<file path="src/rtl/fifo_arb_pkg.sv">
// Shared types for the FIFO write-port arbiter: state encoding, one-hot grant
// constants and small decode helpers.
package fifo_arb_pkg;

  typedef enum logic [1:0] {
    ST_IDLE = 2'd0,
    ST_GNT0 = 2'd1,
    ST_GNT1 = 2'd2
  } arb_state_e;

  localparam logic [1:0] GRANT_NONE = 2'b00;
  localparam logic [1:0] GRANT_0    = 2'b01;
  localparam logic [1:0] GRANT_1    = 2'b10;

  // With both requesters valid, the one not served last wins.
  function automatic arb_state_e pick_winner(input logic v0, input logic v1, input logic last);
    if (v0 && (!v1 || last)) begin
      return ST_GNT0;
    end else begin
      return ST_GNT1;
    end
  endfunction

  function automatic logic [1:0] grant_of(input arb_state_e st);
    case (st)
      ST_GNT0: return GRANT_0;
      ST_GNT1: return GRANT_1;
      default: return GRANT_NONE;
    endcase
  endfunction

endpackage

</file>
<file path="src/rtl/fifo_wr_arbiter_if.sv">
// Requester handshakes plus the FIFO write port shared by the arbiter.
interface fifo_wr_arbiter_if #(
  parameter int DATA_WIDTH = 16
);
  logic                  req0_valid;
  logic [DATA_WIDTH-1:0] req0_data;
  logic                  req0_ready;
  logic                  req1_valid;
  logic [DATA_WIDTH-1:0] req1_data;
  logic                  req1_ready;
  logic                  fifo_full;
  logic                  fifo_rst_busy;
  logic                  fifo_wr_en;
  logic [DATA_WIDTH-1:0] fifo_wdata;

  // Environment side: requesters and the FIFO status flags.
  modport master (
    output req0_valid, req0_data, req1_valid, req1_data, fifo_full, fifo_rst_busy,
    input  req0_ready, req1_ready, fifo_wr_en, fifo_wdata
  );

  // Arbiter side.
  modport slave (
    input  req0_valid, req0_data, req1_valid, req1_data, fifo_full, fifo_rst_busy,
    output req0_ready, req1_ready, fifo_wr_en, fifo_wdata
  );
endinterface

</file>
<file path="src/rtl/rst_sync_n.sv">
// Active-low reset synchronizer: asserts asynchronously, releases after two
// clock edges so downstream flops leave reset cleanly.
module rst_sync_n (
  input  logic clk,
  input  logic arst_n,
  output logic rst_n_o
);
  logic [1:0] sync_q;
  logic [1:0] sync_d;

  assign sync_d  = {sync_q[0], 1'b1};
  assign rst_n_o = sync_q[1];

  always_ff @(posedge clk or negedge arst_n) begin
    if (!arst_n) begin
      sync_q <= 2'b00;
    end else begin
      sync_q <= sync_d;
    end
  end
endmodule

</file>
<file path="src/rtl/fifo_wr_arbiter.sv">
// Round-robin burst arbiter sharing one async-FIFO write port between two
// requesters, with per-requester accepted-word counters.
module fifo_wr_arbiter
  import fifo_arb_pkg::*;
#(
  parameter int DATA_WIDTH = 16,
  parameter int BURST_LEN  = 8,
  parameter int CNT_WIDTH  = 32
) (
  input  logic                 wr_clk,
  input  logic                 sys_rst_n,
  input  logic                 arb_en,
  fifo_wr_arbiter_if.slave     bus,
  output logic [1:0]           grant,
  output logic [CNT_WIDTH-1:0] cnt0,
  output logic [CNT_WIDTH-1:0] cnt1
);
  localparam int BEAT_W = (BURST_LEN > 1) ? $clog2(BURST_LEN) : 1;
  localparam logic [BEAT_W-1:0] BEAT_LAST = BEAT_W'(BURST_LEN - 1);

  logic                 rst_n_s;
  arb_state_e           state_q, state_d;
  logic                 last_q, last_d;
  logic [BEAT_W-1:0]    beat_q, beat_d;
  logic [CNT_WIDTH-1:0] cnt0_q, cnt0_d, cnt1_q, cnt1_d;
  logic [1:0]           grant_q, grant_d;
  logic                 stall_s, ready0_s, ready1_s, wr_en_s;
  logic [DATA_WIDTH-1:0] wdata_s;

  rst_sync_n u_rst_sync (
    .clk     (wr_clk),
    .arst_n  (sys_rst_n),
    .rst_n_o (rst_n_s)
  );

  assign stall_s = bus.fifo_full | bus.fifo_rst_busy;

  // Next-state, burst bookkeeping and the combinational write-port mux.
  always_comb begin
    state_d  = state_q;
    last_d   = last_q;
    beat_d   = beat_q;
    cnt0_d   = cnt0_q;
    cnt1_d   = cnt1_q;
    ready0_s = 1'b0;
    ready1_s = 1'b0;
    wr_en_s  = 1'b0;
    wdata_s  = '0;
    case (state_q)
      ST_IDLE: begin
        beat_d = '0;
        if (arb_en && (bus.req0_valid || bus.req1_valid)) begin
          state_d = pick_winner(bus.req0_valid, bus.req1_valid, last_q);
        end else begin
          state_d = ST_IDLE;
        end
      end
      ST_GNT0: begin
        ready0_s = ~stall_s;
        wr_en_s  = bus.req0_valid & ~stall_s;
        wdata_s  = bus.req0_data;
        if (wr_en_s) begin
          cnt0_d = cnt0_q + CNT_WIDTH'(1);
          if (beat_q == BEAT_LAST) begin
            last_d  = 1'b0;
            beat_d  = '0;
            state_d = ST_IDLE;
          end else begin
            beat_d = beat_q + BEAT_W'(1);
          end
        end else if (!bus.req0_valid && !stall_s) begin
          last_d  = 1'b0;
          state_d = ST_IDLE;
        end else begin
          state_d = ST_GNT0;
        end
      end
      ST_GNT1: begin
        ready1_s = ~stall_s;
        wr_en_s  = bus.req1_valid & ~stall_s;
        wdata_s  = bus.req1_data;
        if (wr_en_s) begin
          cnt1_d = cnt1_q + CNT_WIDTH'(1);
          if (beat_q == BEAT_LAST) begin
            last_d  = 1'b1;
            beat_d  = '0;
            state_d = ST_IDLE;
          end else begin
            beat_d = beat_q + BEAT_W'(1);
          end
        end else if (!bus.req1_valid && !stall_s) begin
          last_d  = 1'b1;
          state_d = ST_IDLE;
        end else begin
          state_d = ST_GNT1;
        end
      end
      default: begin
        state_d = ST_IDLE;
      end
    endcase
    grant_d = grant_of(state_d);
  end

  // Arbiter state, burst position and counters.
  always_ff @(posedge wr_clk or negedge rst_n_s) begin
    if (!rst_n_s) begin
      state_q <= ST_IDLE;
      last_q  <= 1'b1;
      beat_q  <= '0;
      cnt0_q  <= '0;
      cnt1_q  <= '0;
      grant_q <= GRANT_NONE;
    end else begin
      state_q <= state_d;
      last_q  <= last_d;
      beat_q  <= beat_d;
      cnt0_q  <= cnt0_d;
      cnt1_q  <= cnt1_d;
      grant_q <= grant_d;
    end
  end

  assign bus.req0_ready = ready0_s;
  assign bus.req1_ready = ready1_s;
  assign bus.fifo_wr_en = wr_en_s;
  assign bus.fifo_wdata = wdata_s;
  assign grant          = grant_q;
  assign cnt0           = cnt0_q;
  assign cnt1           = cnt1_q;
endmodule
</file>
<file path="src/flat_wrapper.sv">
// flat-port wrapper written by rule: the top's interface ports become plain ports
module fifo_wr_arbiter_flat import fifo_arb_pkg::*;
#(
  parameter int DATA_WIDTH = 16,
  parameter int BURST_LEN  = 8,
  parameter int CNT_WIDTH  = 32
)
  (wr_clk, sys_rst_n, arb_en, grant, cnt0, cnt1, bus_req0_valid, bus_req0_data, bus_req1_valid, bus_req1_data, bus_fifo_full, bus_fifo_rst_busy, bus_req0_ready, bus_req1_ready, bus_fifo_wr_en, bus_fifo_wdata);
  fifo_wr_arbiter_if #(.DATA_WIDTH(DATA_WIDTH)) bus_i ();
  input  logic wr_clk;
  input  logic sys_rst_n;
  input  logic arb_en;
  output logic [1:0] grant;
  output logic [CNT_WIDTH-1:0] cnt0;
  output logic [CNT_WIDTH-1:0] cnt1;
  input wire logic [$bits(bus_i.req0_valid)-1:0] bus_req0_valid;
  input wire logic [$bits(bus_i.req0_data)-1:0] bus_req0_data;
  input wire logic [$bits(bus_i.req1_valid)-1:0] bus_req1_valid;
  input wire logic [$bits(bus_i.req1_data)-1:0] bus_req1_data;
  input wire logic [$bits(bus_i.fifo_full)-1:0] bus_fifo_full;
  input wire logic [$bits(bus_i.fifo_rst_busy)-1:0] bus_fifo_rst_busy;
  output wire logic [$bits(bus_i.req0_ready)-1:0] bus_req0_ready;
  output wire logic [$bits(bus_i.req1_ready)-1:0] bus_req1_ready;
  output wire logic [$bits(bus_i.fifo_wr_en)-1:0] bus_fifo_wr_en;
  output wire logic [$bits(bus_i.fifo_wdata)-1:0] bus_fifo_wdata;
  assign bus_i.req0_valid = bus_req0_valid;
  assign bus_i.req0_data = bus_req0_data;
  assign bus_i.req1_valid = bus_req1_valid;
  assign bus_i.req1_data = bus_req1_data;
  assign bus_i.fifo_full = bus_fifo_full;
  assign bus_i.fifo_rst_busy = bus_fifo_rst_busy;
  assign bus_req0_ready = bus_i.req0_ready;
  assign bus_req1_ready = bus_i.req1_ready;
  assign bus_fifo_wr_en = bus_i.fifo_wr_en;
  assign bus_fifo_wdata = bus_i.fifo_wdata;
  fifo_wr_arbiter #(.DATA_WIDTH(DATA_WIDTH), .BURST_LEN(BURST_LEN), .CNT_WIDTH(CNT_WIDTH)) u_core (.wr_clk(wr_clk), .sys_rst_n(sys_rst_n), .arb_en(arb_en), .bus(bus_i), .grant(grant), .cnt0(cnt0), .cnt1(cnt1));
endmodule
</file>
<file path="config.mk">
export PLATFORM = sky130hd
export DESIGN_NAME = fifo_wr_arbiter_flat
export DESIGN_NICKNAME = d
export VERILOG_FILES = /design/src/rtl/fifo_arb_pkg.sv /design/src/rtl/fifo_wr_arbiter_if.sv /design/src/rtl/rst_sync_n.sv /design/src/rtl/fifo_wr_arbiter.sv /design/src/flat_wrapper.sv
export SDC_FILE = /design/constraint.sdc
export NUM_CORES = 1
export LEC_CHECK = 0
export CAP_MARGIN = 20
export CORE_UTILIZATION = 50
export DETAILED_ROUTE_END_ITERATION = 12
export HOLD_SLACK_MARGIN = 0.05
export PLACE_DENSITY = 0.94
export SYNTH_ARGS = -nofsm -noshare
export SYNTH_HDL_FRONTEND = slang
export SYNTH_SLANG_ARGS = --single-unit
</file>
<file path="constraint.sdc">
create_clock -name wr_clk -period 3.7 [get_ports wr_clk]
set_input_delay 0.37 -clock wr_clk [delete_from_list [all_inputs] [get_ports wr_clk]]
set_output_delay 0.37 -clock wr_clk [all_outputs]
set_load 0.01 [all_outputs]
</file>
==> Implementation_results.wiki, run 1 <==
{| class="wikitable"
! Metric !! Value
|-
| Post-synthesis to final-layout area growth || 40.0%
|-
| Detail Placement HPWL || 6870 um
|-
| Number of gates resized after CTS || 0
|-
| Status || finished, final reports clean
|-
| Overall overflow remaining after global route || 0
|-
| Synthesized net count || 406
|-
| Arr. time, crit path || 2820 ps
|-
| Clock buffers created by TritonCTS || 9
|-
| Max-slew violation count || 0
|-
| H-Tree Depth || 3
|-
| Synth Area in XOR/XNOR || 14.3%
|-
| Depth of the worst register-to-register path || 6
|-
| Share of synthesized area spent on multiplexers || 0.856%
|-
| Iteration count of the initial detailed-routing pass || 4
|-
| Final setup skew || 10.6 ps
|-
| Number of antenna violations at the first check in global routing || 0
|-
| Clock transition time at the flip-flop clock pins of the worst setup and hold paths || 80 ps
|-
| Min Clock Period, post-route || 3190 ps
|-
| Post CTS Setup Buffer Count || 0
|-
| Post-Synthesis Cell Area || 3800 um2
|-
| Area inside the core boundary || 7290 um2
|-
| First-pass GRT wire length || 14,700 um
|-
| Share of the synthesized area in compound gates (AO/OA/AOI/OAI) || 5.50%
|-
| Total power divided by cell area || 430 nW/um2
|-
| Placer Congestion || 0.788
|-
| Antenna-violating nets left || 0
|-
| Origin of the worst setup path || u_core.state_q[1]
|-
| Seq/Total Area, Yosys || 48.8%
|-
| Crit share post-route || 86.3%
|-
| Worst Hold Class || primary input to async pin
|-
| Avg Synthesized Cell Area || 10.6 um2
|-
| Die outline width || 89.2 um
|-
| Clock latency on the worst-skew pair || 350 ps
|-
| Dominant combinational cell family by area after synthesis || simple AND/OR/NAND/NOR gates
|-
| Highest routed layer || met4
|-
| Cell count after synthesis || 359
|-
| Number of vias after detailed routing || 3,233
|-
| Number of setup violations in the final report || 0
|-
| Net count, final || 530
|-
| Count of boundary I/O pins || 124
|-
| Largest vdd supply drop || 0.000364 V
|-
| Die outline area || 7950 um2
|-
| DRC errors left || 0
|-
| Number of global-route vias before repair || 3,111
|-
| CTS tree || built
|-
| Maximum fanout along the worst path || 22
|-
| Filler instances || 536
|-
| Arithmetic-cell share of the synthesized area counting full adders, half adders and majority gates || 2.63%
|-
| PnR Total Power || 2.29 mW
|-
| Static Leakage || 2.26 nW
|-
| Worst slew margin || 46.9%
|-
| Category of the critical setup timing path || register to primary output
|-
| Total length of routed wires || 9110 um
|-
| Launching point of the worst reg2reg path || u_core.state_q[0]
|-
| Wire length on met2 || 4640 um
|-
| Data required time at the worst endpoint || 3330 ps
|-
| Synth Area in Simple Gates || 24.6%
|-
| Post-synth cell types || 44
|-
| Yosys Warn Count || 0
|-
| Routed via count divided by cell count || 5.51
|-
| Kind of end point of the critical path || primary output
|-
| Share of final-layout standard cells stronger than drive strength 1 || 7.79%
|-
| Number of storage elements in the synthesis netlist || 74
|-
| Routed length per instance || 15.5 um
|-
| DR WL met3 || 532 um
|-
| Crit start category || register
|-
| Total count of hold-check failures in the final report || 0
|-
| Count of hold-fix buffers inserted at cts || 0
|-
| Effective utilization at floorplan || 52.1%
|-
| Unrepaired setup endpoints after global routing || false
|-
| Antenna diode instance count || 0
|-
| Bufs on Longest Clock Path || 2
|-
| Most common cell after layout, fill and taps aside || clkdlybuf4s50_1
|-
| Number of DRC markers in iteration 0 || 152
|-
| Clock tree root buffer cell || clkbuf_8
|-
| Count of input and output buffers || 123
|-
| Maxcap violations || 0
|-
| Worst Tran Pin Value || 797 ps
|-
| Standard-cell rows || 31
|-
| Global routing usage summed across all routing layers || 24.5%
|-
| Most frequent cells in the layout || clkdlybuf4s50_1, dfrtp_1, xnor2_1
|-
| Number of sinks handled by clock tree synthesis || 74
|-
| Sum of routed wire segments on met1 || 3770 um
|-
| Pin count of the biggest net entering global routing || 39
|-
| Setup tns final || 0 ps
|-
| Die outline height || 89.2 um
|-
| Max Freq || 313 MHz
|}
flip-flops by register name, indices dropped and copies added, names as in the netlist:
signal,flops
u_core.cnt1,32
u_core.state_q,2
u_core.beat_q,3
u_core.u_rst_sync.sync_q,2
u_core.cnt0,32
u_core.grant,2
u_core.last_q,1
stage by stage:
step	std cells	util, %	hold WS [ps]	worst slack [ps]	cell area [um2]
global placement	571	70.3	337	1030	5130
CTS	587	73.0	171	497	5320
global route	587	73.0	177	236	5320
finish	587	73.0	181	508	5320
floorplan	359	-	74.4	1490	3800
detailed placement	571	70.3	341	900	5130
worst max-delay path: stages (launching register included):
cell,delay [ps]
dfrtp_1,420
inv_1,90
ha_1,600
nand4bb_1,470
a21boi_0,310
clkdlybuf4s50_1,580
path summary, 6_finish.rpt:
check,end,slack [ps]
worst min register to register,u_core.cnt0[6],360
worst max-delay path,bus_fifo_wr_en,510
max in group asynchronous,u_core.last_q,2340
worst min-delay path,u_core.u_rst_sync.sync_q[0],180
min in group wr_clk,u_core.u_rst_sync.sync_q[1],360
worst max register to register,u_core.cnt1[31],950
area by class of cell:
type	instances	area (um2)	area share [%]
Clock buffer	9	124	2.33
Clock inverter	7	68.8	1.29
Inverter	16	60.1	1.13
Multi-Input combinational cell	255	1830	34.4
Sequential cell	74	1850	34.8
Tap cell	99	124	2.33
Timing Repair Buffer	127	1260	23.7
synthesized netlist by cell type, drive strengths merged:
cell	instances	area [um2]
a211o	2	17.5
nor3	17	121
conb	1	3.75
nand4	19	131
or3	1	6.26
a22oi	16	120
nand2	30	113
and3b	1	8.76
nand4bb	2	38.8
or4	2	15.0
clkbuf	7	26.3
dfstp	1	26.3
and3	6	37.5
and4	6	52.6
xor2	22	193
nand3	24	120
and4bb	1	12.5
nor4	9	77.6
buf	7	37.5
ha	8	100
a21boi	1	7.51
a21o	1	7.51
or2	2	12.5
a21oi	3	15.0
dfrtp	73	1830
a221oi	1	8.76
a222oi	2	20.0
nor3b	3	22.5
nor2	9	33.8
a31oi	2	12.5
nor2b	18	113
and2	3	18.8
mux2i	1	10.0
xnor2	40	350
inv	16	60.1
mux2	2	22.5
layer usage:
layer  global-route usage, %  vias to the layer above
li1                        -                     1513
met1                    30.9                     1568
met2                    41.5                      136
met3                    4.99                       16
met4                    10.1                        0
met5                       0                        -
kinds of logic after synthesis:
kind of cell    Yosys count
simple gates            153
flops                    74
xor+xnor                 62
buf+inv                  30
compound gates           28
fa+ha+maj                 8
mux                       3
other cells               1
report_power, final:
part	total [mW]	switching, mW	internal (mW)
sequential	0.943	0.0740	0.869
clock	0.615	0.305	0.310
combinational	0.731	0.344	0.387
No activity file was read; power rests on OpenSTA's default activity.
==> run 2: changes to the inputs <==
--- a/config.mk
+++ b/config.mk
@@ -6,10 +6,10 @@
 export NUM_CORES = 1
 export LEC_CHECK = 0
 export CAP_MARGIN = 20
-export CORE_UTILIZATION = 50
+export CORE_UTILIZATION = 46
 export DETAILED_ROUTE_END_ITERATION = 12
 export HOLD_SLACK_MARGIN = 0.05
-export PLACE_DENSITY = 0.94
+export PLACE_DENSITY = 0.8
 export SYNTH_ARGS = -nofsm -noshare
 export SYNTH_HDL_FRONTEND = slang
 export SYNTH_SLANG_ARGS = --single-unit
==> constraint.sdc (replaced) <==
create_clock -name wr_clk -period 3.6 [get_ports wr_clk]
set_input_delay 0.36 -clock wr_clk [delete_from_list [all_inputs] [get_ports wr_clk]]
set_output_delay 0.36 -clock wr_clk [all_outputs]
set_load 0.01 [all_outputs]
==> run 2 against run 1 <==
  * Non-clock buffer count did not move
  * Global-route usage fell by 1.8 points
  * Via count is 1.6% lower
  * Sequential share of layout area is 0.12 points higher
  * Total power decreased by 0.21%
  * Critical path type unchanged
  * Highest routed layer unchanged
==> Implementation_results.wiki, run 2 (synthesized netlist as in run 1, its figures left out) <==
{| class="wikitable"
! Metric !! Value
|-
| Status || finished, final reports clean
|-
| Min Clock Period, post-route || 3160 ps
|-
| Standard cell with the maximum stage delay on the critical path || ha_1
|-
| Smallest hold slack || 174 ps (-7.34 ps)
|-
| Longest individual stage delay on the worst path || 620 ps (+20 ps)
|-
| Data required time at the worst endpoint || 3240 ps (-90 ps)
|-
| Global routing usage summed across all routing layers || 22.7% (-1.8 points)
|-
| Maxcap violations || 0 (unchanged)
|-
| Number of vias after detailed routing || 3,181 (-1.6%)
|-
| Number of antenna violations at the first check in global routing || 0 (unchanged)
|-
| Die outline height || 92.9 um (+4.2%)
|-
| Critical path capture point || bus_fifo_wr_en
|-
| Launching point of the worst reg2reg path || u_core.state_q[0]
|-
| Share of final-layout standard cells stronger than drive strength 1 || 7.58% (-0.20 points)
|-
| Clock transition time at the flip-flop clock pins of the worst setup and hold paths || 80 ps (about the same)
|-
| Setup tns final || 0 ps (unchanged)
|-
| Number of DRC markers in iteration 0 || 157 (+3.3%)
|-
| H-Tree Depth || 3 (unchanged)
|-
| First-pass GRT wire length || 15,400 um (+4.7%)
|-
| PnR Total Power || 2.28 mW (-0.21%)
|-
| Final cell count without fillers || 590 (+0.51%)
|-
| Total power divided by cell area || 431 nW/um2 (+0.12%)
|-
| Number of sinks handled by clock tree synthesis || 74 (unchanged)
|-
| Count of hold-fix buffers inserted at cts || 0 (unchanged)
|-
| Net count, final || 530 (unchanged)
|-
| Largest vdd supply drop || 0.000379 V (+4.1%)
|-
| Most common cell after layout, fill and taps aside || clkdlybuf4s50_1
|-
| Clock buffers created by TritonCTS || 9 (unchanged)
|-
| Most frequent cells in the layout || clkdlybuf4s50_1, dfrtp_1, xnor2_1
|-
| Maximum fanout along the worst path || 22 (unchanged)
|-
| Post-route cell area || 5300 um2 (-0.33%)
|-
| Detail Placement HPWL || 6690 um (-2.6%)
|-
| Crit start category || register
|-
| Final Worst Setup Slack || 438 ps (-69.9 ps)
|-
| Worst Hold Class || primary input to async pin
|-
| Origin of the worst setup path || u_core.state_q[1]
|-
| Number of setup violations in the final report || 0 (unchanged)
|-
| Antenna-violating nets left || 0 (unchanged)
|-
| Area inside the core boundary || 7850 um2 (+7.6%)
|-
| Post CTS Setup Buffer Count || 0 (unchanged)
|-
| Bufs on Longest Clock Path || 2 (unchanged)
|-
| Worst Tran Pin Value || 848 ps (+51.5 ps)
|-
| Arr. time, crit path || 2800 ps (-20 ps)
|-
| Clock tree root buffer cell || clkbuf_8
|-
| Post-route core utilization || 67.6% (-5.4 points)
|-
| Routed length per instance || 15.2 um (-2.3%)
|-
| DRC errors left || 0 (unchanged)
|-
| Count of boundary I/O pins || 124 (unchanged)
|-
| Die outline area || 8630 um2 (+8.5%)
|-
| Total length of routed wires || 8950 um (-1.8%)
|-
| Max Freq || 316 MHz
|-
| Worst setup slack before clock tree synthesis || 816 ps (-84.5 ps)
|-
| Worst r2r dst || u_core.cnt1[25]
|-
| Routed via count divided by cell count || 5.39 (-2.1%)
|-
| Placement-stage cell area || 5130 um2 (about the same)
|-
| Effective utilization at floorplan || 48.4% (-3.7 points)
|-
| Post-synthesis to final-layout area growth || 39.6%
|-
| Iteration count of the initial detailed-routing pass || 4 (unchanged)
|-
| Worst slew margin || 43.4% (-3.4 points)
|-
| Pin count of the biggest net entering global routing || 39 (unchanged)
|-
| Clock latency on the worst-skew pair || 350 ps (about the same)
|-
| Total count of hold-check failures in the final report || 0 (unchanged)
|-
| Depth of the worst register-to-register path || 6 (unchanged)
|-
| Crit share post-route || 87.8%
|-
| DP Cell Count || 574 (+0.53%)
|-
| Filler instances || 625 (+17%)
|-
| Kind of end point of the critical path || primary output
|-
| Flop2flop setup slack || 850 ps (-100 ps)
|-
| Number of gates resized after CTS || 0 (unchanged)
|-
| Placer Congestion || 0.803 (+1.8%)
|-
| Count of input and output buffers || 123 (unchanged)
|-
| Unrepaired setup endpoints after global routing || false
|-
| Cells traversed along the worst timing path || inv_1 -> ha_1 -> nand4bb_1 -> a21boi_0 -> clkdlybuf4s50_1
|-
| Die outline width || 92.9 um (+4.2%)
|-
| Standard-cell rows || 32 (+3.2%)
|-
| Static Leakage || 2.24 nW (-0.92%)
|-
| Final setup skew || 12.4 ps (+1.80 ps)
|-
| Number of global-route vias before repair || 3,216 (+3.4%)
|-
| CTS tree || built
|-
| Antenna diode instance count || 0 (unchanged)
|-
| Max-slew violation count || 0 (unchanged)
|-
| Category of the critical setup timing path || register to primary output
|-
| Overall overflow remaining after global route || 0 (unchanged)
|}
-- run 2: cell count changes in the layout (fill, tap and decap cells not counted), sizes merged --
cell,before,now
clkbuf,9,10
clkinv,3,2
bufinv,1,0
clkinvlp,2,4
inv,17,16
-- run 2: routing by layer --
metal  GRT usage, %  up-vias  wire length (um)
met2           37.1      119              4500
li1               -     1504                 -
met4           8.72        0                98
met5              0        -                 0
met1           29.1     1548              3820
met3           5.50       10               533
-- run 2: final cells by class --
type / count / area, um2 / area share (%)
multi-input cells: 255 / 1830 / 34.5
well taps: 102 / 128 / 2.41
flip-flops and latches: 74 / 1850 / 35.0
clock buffers: 10 / 128 / 2.41
repair buffers: 127 / 1260 / 23.8
inverters: 16 / 60.1 / 1.13
clock inverters: 6 / 43.8 / 0.826
-- run 2: how the worst min path moves through the flow --
stage	endpoint	slack, ps	cells past startpoint
2_1_floorplan	u_core.u_rst_sync.sync_q[0]	60	0
3_3_place_gp	u_core.u_rst_sync.sync_q[1]	340	0
3_5_place_dp	u_core.u_rst_sync.sync_q[1]	340	0
4_1_cts	u_core.u_rst_sync.sync_q[0]	160	1
5_1_grt	u_core.u_rst_sync.sync_q[1]	160	1
6_report	u_core.u_rst_sync.sync_q[0]	170	1
-- run 2: where the power goes --
part           total [mW]  internal (mW)  switching [mW]
clock network       0.562          0.250           0.313
logic               0.747          0.395           0.352
registers           0.974          0.893          0.0810
total                2.28           1.54           0.746
-- run 2: worst max-delay path: cells and delay by family, from the launching register on --
family,cells,cell delay [ps]
buffers and inverters,2,680
DFF,1,420
adders and majority gates,1,620
AOI/OAI and AO/OA,1,290
and+or+nand+nor,1,450
==> run 3: changes to the inputs <==
--- a/config.mk
+++ b/config.mk
@@ -6,10 +6,10 @@
 export NUM_CORES = 1
 export LEC_CHECK = 0
 export CAP_MARGIN = 20
-export CORE_UTILIZATION = 46
+export CORE_UTILIZATION = 24
 export DETAILED_ROUTE_END_ITERATION = 12
 export HOLD_SLACK_MARGIN = 0.05
-export PLACE_DENSITY = 0.8
+export SLEW_MARGIN = 20
 export SYNTH_ARGS = -nofsm -noshare
 export SYNTH_HDL_FRONTEND = slang
 export SYNTH_SLANG_ARGS = --single-unit
==> run 3 against run 2 <==
  * Utilization is 31 points lower
  * Largest cell class unchanged
  * Register-to-register slack is essentially flat
  * Clock power is 72% higher
  * Critical endpoint unchanged
  * Sequential share of layout area down 1.8 points
  * Maximum frequency down 1.1%
  * Critical path type unchanged
==> Implementation_results.wiki, run 3 (synthesized netlist as in run 1, its figures left out) <==
{| class="wikitable"
! Metric !! Value
|-
| Worst Hold Class || primary input to async pin
|-
| Clock transition time at the flip-flop clock pins of the worst setup and hold paths || 60 ps (-20 ps)
|-
| Met3 track demand over resource in global routing || 3.38% (-2.1 points)
|-
| Post-route core utilization || 36.5% (-31 points)
|-
| Kind of end point of the critical path || primary output
|-
| Routed length per instance || 13.4 um (-12%)
|-
| Overall overflow remaining after global route || 0 (unchanged)
|-
| DRC errors left || 0 (unchanged)
|-
| First-pass GRT wire length || 15,600 um (+1.2%)
|-
| Clock buffers created by TritonCTS || 9 (unchanged)
|-
| Depth of the worst register-to-register path || 6 (unchanged)
|-
| Count of buffering cells on the critical path with inverters included || 2 (unchanged)
|-
| Count of input and output buffers || 123 (unchanged)
|-
| Number of global-route vias before repair || 3,134 (-2.5%)
|-
| Placer Congestion || 0.761 (-5.2%)
|-
| DP Cell Count || 683 (+19%)
|-
| Most frequent cells in the layout || clkdlybuf4s50_1, dfrtp_1, xnor2_1
|-
| Number of gates resized after CTS || 0 (unchanged)
|-
| Detail Placement HPWL || 6990 um (+4.4%)
|-
| Longest individual stage delay on the worst path || 610 ps (about the same)
|-
| Bufs on Longest Clock Path || 2 (unchanged)
|-
| Static Leakage || 2.32 nW (+3.6%)
|-
| Die outline area || 16,300 um2 (+89%)
|-
| Critical Path Stages || 5 (unchanged)
|-
| Die outline width || 128 um (+38%)
|-
| Final setup skew || 7.12 ps (-5.28 ps)
|-
| Most crowded layer after global routing || met2
|-
| Unrepaired setup endpoints after global routing || false
|-
| Number of setup violations in the final report || 0 (unchanged)
|-
| Standard cell with the maximum stage delay on the critical path || ha_1
|-
| Post CTS Setup Buffer Count || 0 (unchanged)
|-
| Clock tree root buffer cell || clkbuf_16
|-
| Number of vias after detailed routing || 3,170 (-0.35%)
|-
| Data required time at the worst endpoint || 3240 ps (about the same)
|-
| Crit start category || register
|-
| Share of final-layout standard cells stronger than drive strength 1 || 7.58% (unchanged)
|-
| Total count of hold-check failures in the final report || 0 (unchanged)
|-
| Effective utilization at floorplan || 24.8% (-24 points)
|-
| Smallest hold slack || 199 ps (+25.4 ps)
|-
| Category of the critical setup timing path || register to primary output
|-
| Max-slew violation count || 0 (unchanged)
|-
| Antenna diode instance count || 0 (unchanged)
|-
| Setup tns final || 0 ps (unchanged)
|-
| PnR Total Power || 2.68 mW (+17%)
|-
| Net count, final || 530 (unchanged)
|-
| Post-synthesis to final-layout area growth || 47.1%
|-
| Antenna-violating nets left || 0 (unchanged)
|-
| Area inside the core boundary || 15,300 um2 (+95%)
|-
| Total length of routed wires || 9380 um (+4.8%)
|-
| Arr. time, crit path || 2840 ps (+40 ps)
|-
| Routed via count divided by cell count || 4.54 (-16%)
|-
| Met2 usage in global routing || 19.2% (-18 points)
|-
| Count of hold-fix buffers inserted at cts || 0 (unchanged)
|-
| CTS tree || built
|-
| Global routing usage summed across all routing layers || 12.0% (-11 points)
|-
| Worst slew margin || 47.4% (+4.0 points)
|-
| Maximum fanout along the worst path || 22 (unchanged)
|-
| Largest vdd supply drop || 0.000204 V (-46%)
|-
| Maxcap violations || 0 (unchanged)
|-
| Worst Tran Pin Value || 788 ps (-60.0 ps)
|-
| Clock latency on the worst-skew pair || 330 ps (-20 ps)
|-
| Final cell count without fillers || 699 (+18%)
|-
| Crit share post-route || 88.8% (+0.95 points)
|-
| H-Tree Depth || 3 (unchanged)
|-
| Min Clock Period, post-route || 3200 ps (+34.3 ps)
|-
| Max Freq || 313 MHz (-1.1%)
|-
| Number of DRC markers in iteration 0 || 135 (-14%)
|-
| Met1 capacity usage during global routing || 15.1% (-14 points)
|-
| Standard-cell rows || 45 (+41%)
|-
| Count of boundary I/O pins || 124 (unchanged)
|-
| Die outline height || 128 um (+38%)
|-
| Pin count of the biggest net entering global routing || 41 (+5.1%)
|-
| Total power divided by cell area || 479 nW/um2 (+11%)
|-
| Iteration count of the initial detailed-routing pass || 6 (+2)
|-
| Cells traversed along the worst timing path || inv_1 -> ha_1 -> nand4bb_1 -> a21boi_0 -> clkdlybuf4s50_1
|-
| Number of antenna violations at the first check in global routing || 0 (unchanged)
|-
| Most common cell after layout, fill and taps aside || clkdlybuf4s50_1
|-
| Number of sinks handled by clock tree synthesis || 74 (unchanged)
|-
| Status || finished, final reports clean
|-
| Cell type group with the largest total delay on the critical path || buffers and inverters
|-
| Flop2flop setup slack || 840 ps (about the same)
|}
-- run 3: changes by cell type in the layout (fill, tap and decap cells not counted), sizes merged --
cell | previous run | this run
clkinvlp | 4 | 1
bufinv | 0 | 2
clkbuf | 10 | 11
-- run 3: worst register-to-register path: stages, from the launching register on --
cell,delay (ps)
dfrtp_1,410
inv_1,100
ha_1,670
nand4bb_4,240
or4_1,830
nor3_2,220
xor2_1,200
-- run 3: worst paths after layout --
kind | from | end
worst max-delay path | u_core.state_q[1] | bus_fifo_wr_en
worst min-delay path | sys_rst_n | u_core.u_rst_sync.sync_q[0]
worst max register to register | u_core.state_q[0] | u_core.cnt1[23]
worst min register to register | u_core.u_rst_sync.sync_q[1] | u_core.cnt0[28]
max in group asynchronous | u_core.u_rst_sync.sync_q[1] | u_core.cnt1[30]
min in group wr_clk | u_core.u_rst_sync.sync_q[0] | u_core.u_rst_sync.sync_q[1]
-- run 3: through the flow --
stage / setup slack, ps / instance area, um2
floorplan: 1390 / 3800
global placement: 833 / 5270
detailed placement: 731 / 5270
CTS: 361 / 5590
global route: 131 / 5590
finish: 403 / 5590
-- run 3: layer usage --
layer / wire length (um) / up-vias
met3: 677 / 14
met4: 160 / 0
li1: - / 1507
met5: 0 / -
met1: 4190 / 1527
met2: 4360 / 122
-- run 3: where the power goes --
group | switching, mW | leakage [nW] | internal, mW
registers | 0.0710 | 0.988 | 0.895
logic | 0.352 | 1.18 | 0.394
clock network | 0.341 | 0.156 | 0.624
-- run 3: area by class of cell --
cell class              count  area, um2
flip-flops and latches     74       1850
clock buffers              11        243
clock inverters             5       77.6
repair buffers            127       1260
well taps                 211        264
multi-input cells         255       1830
fillers                  1546       9730
inverters                  16       60.1
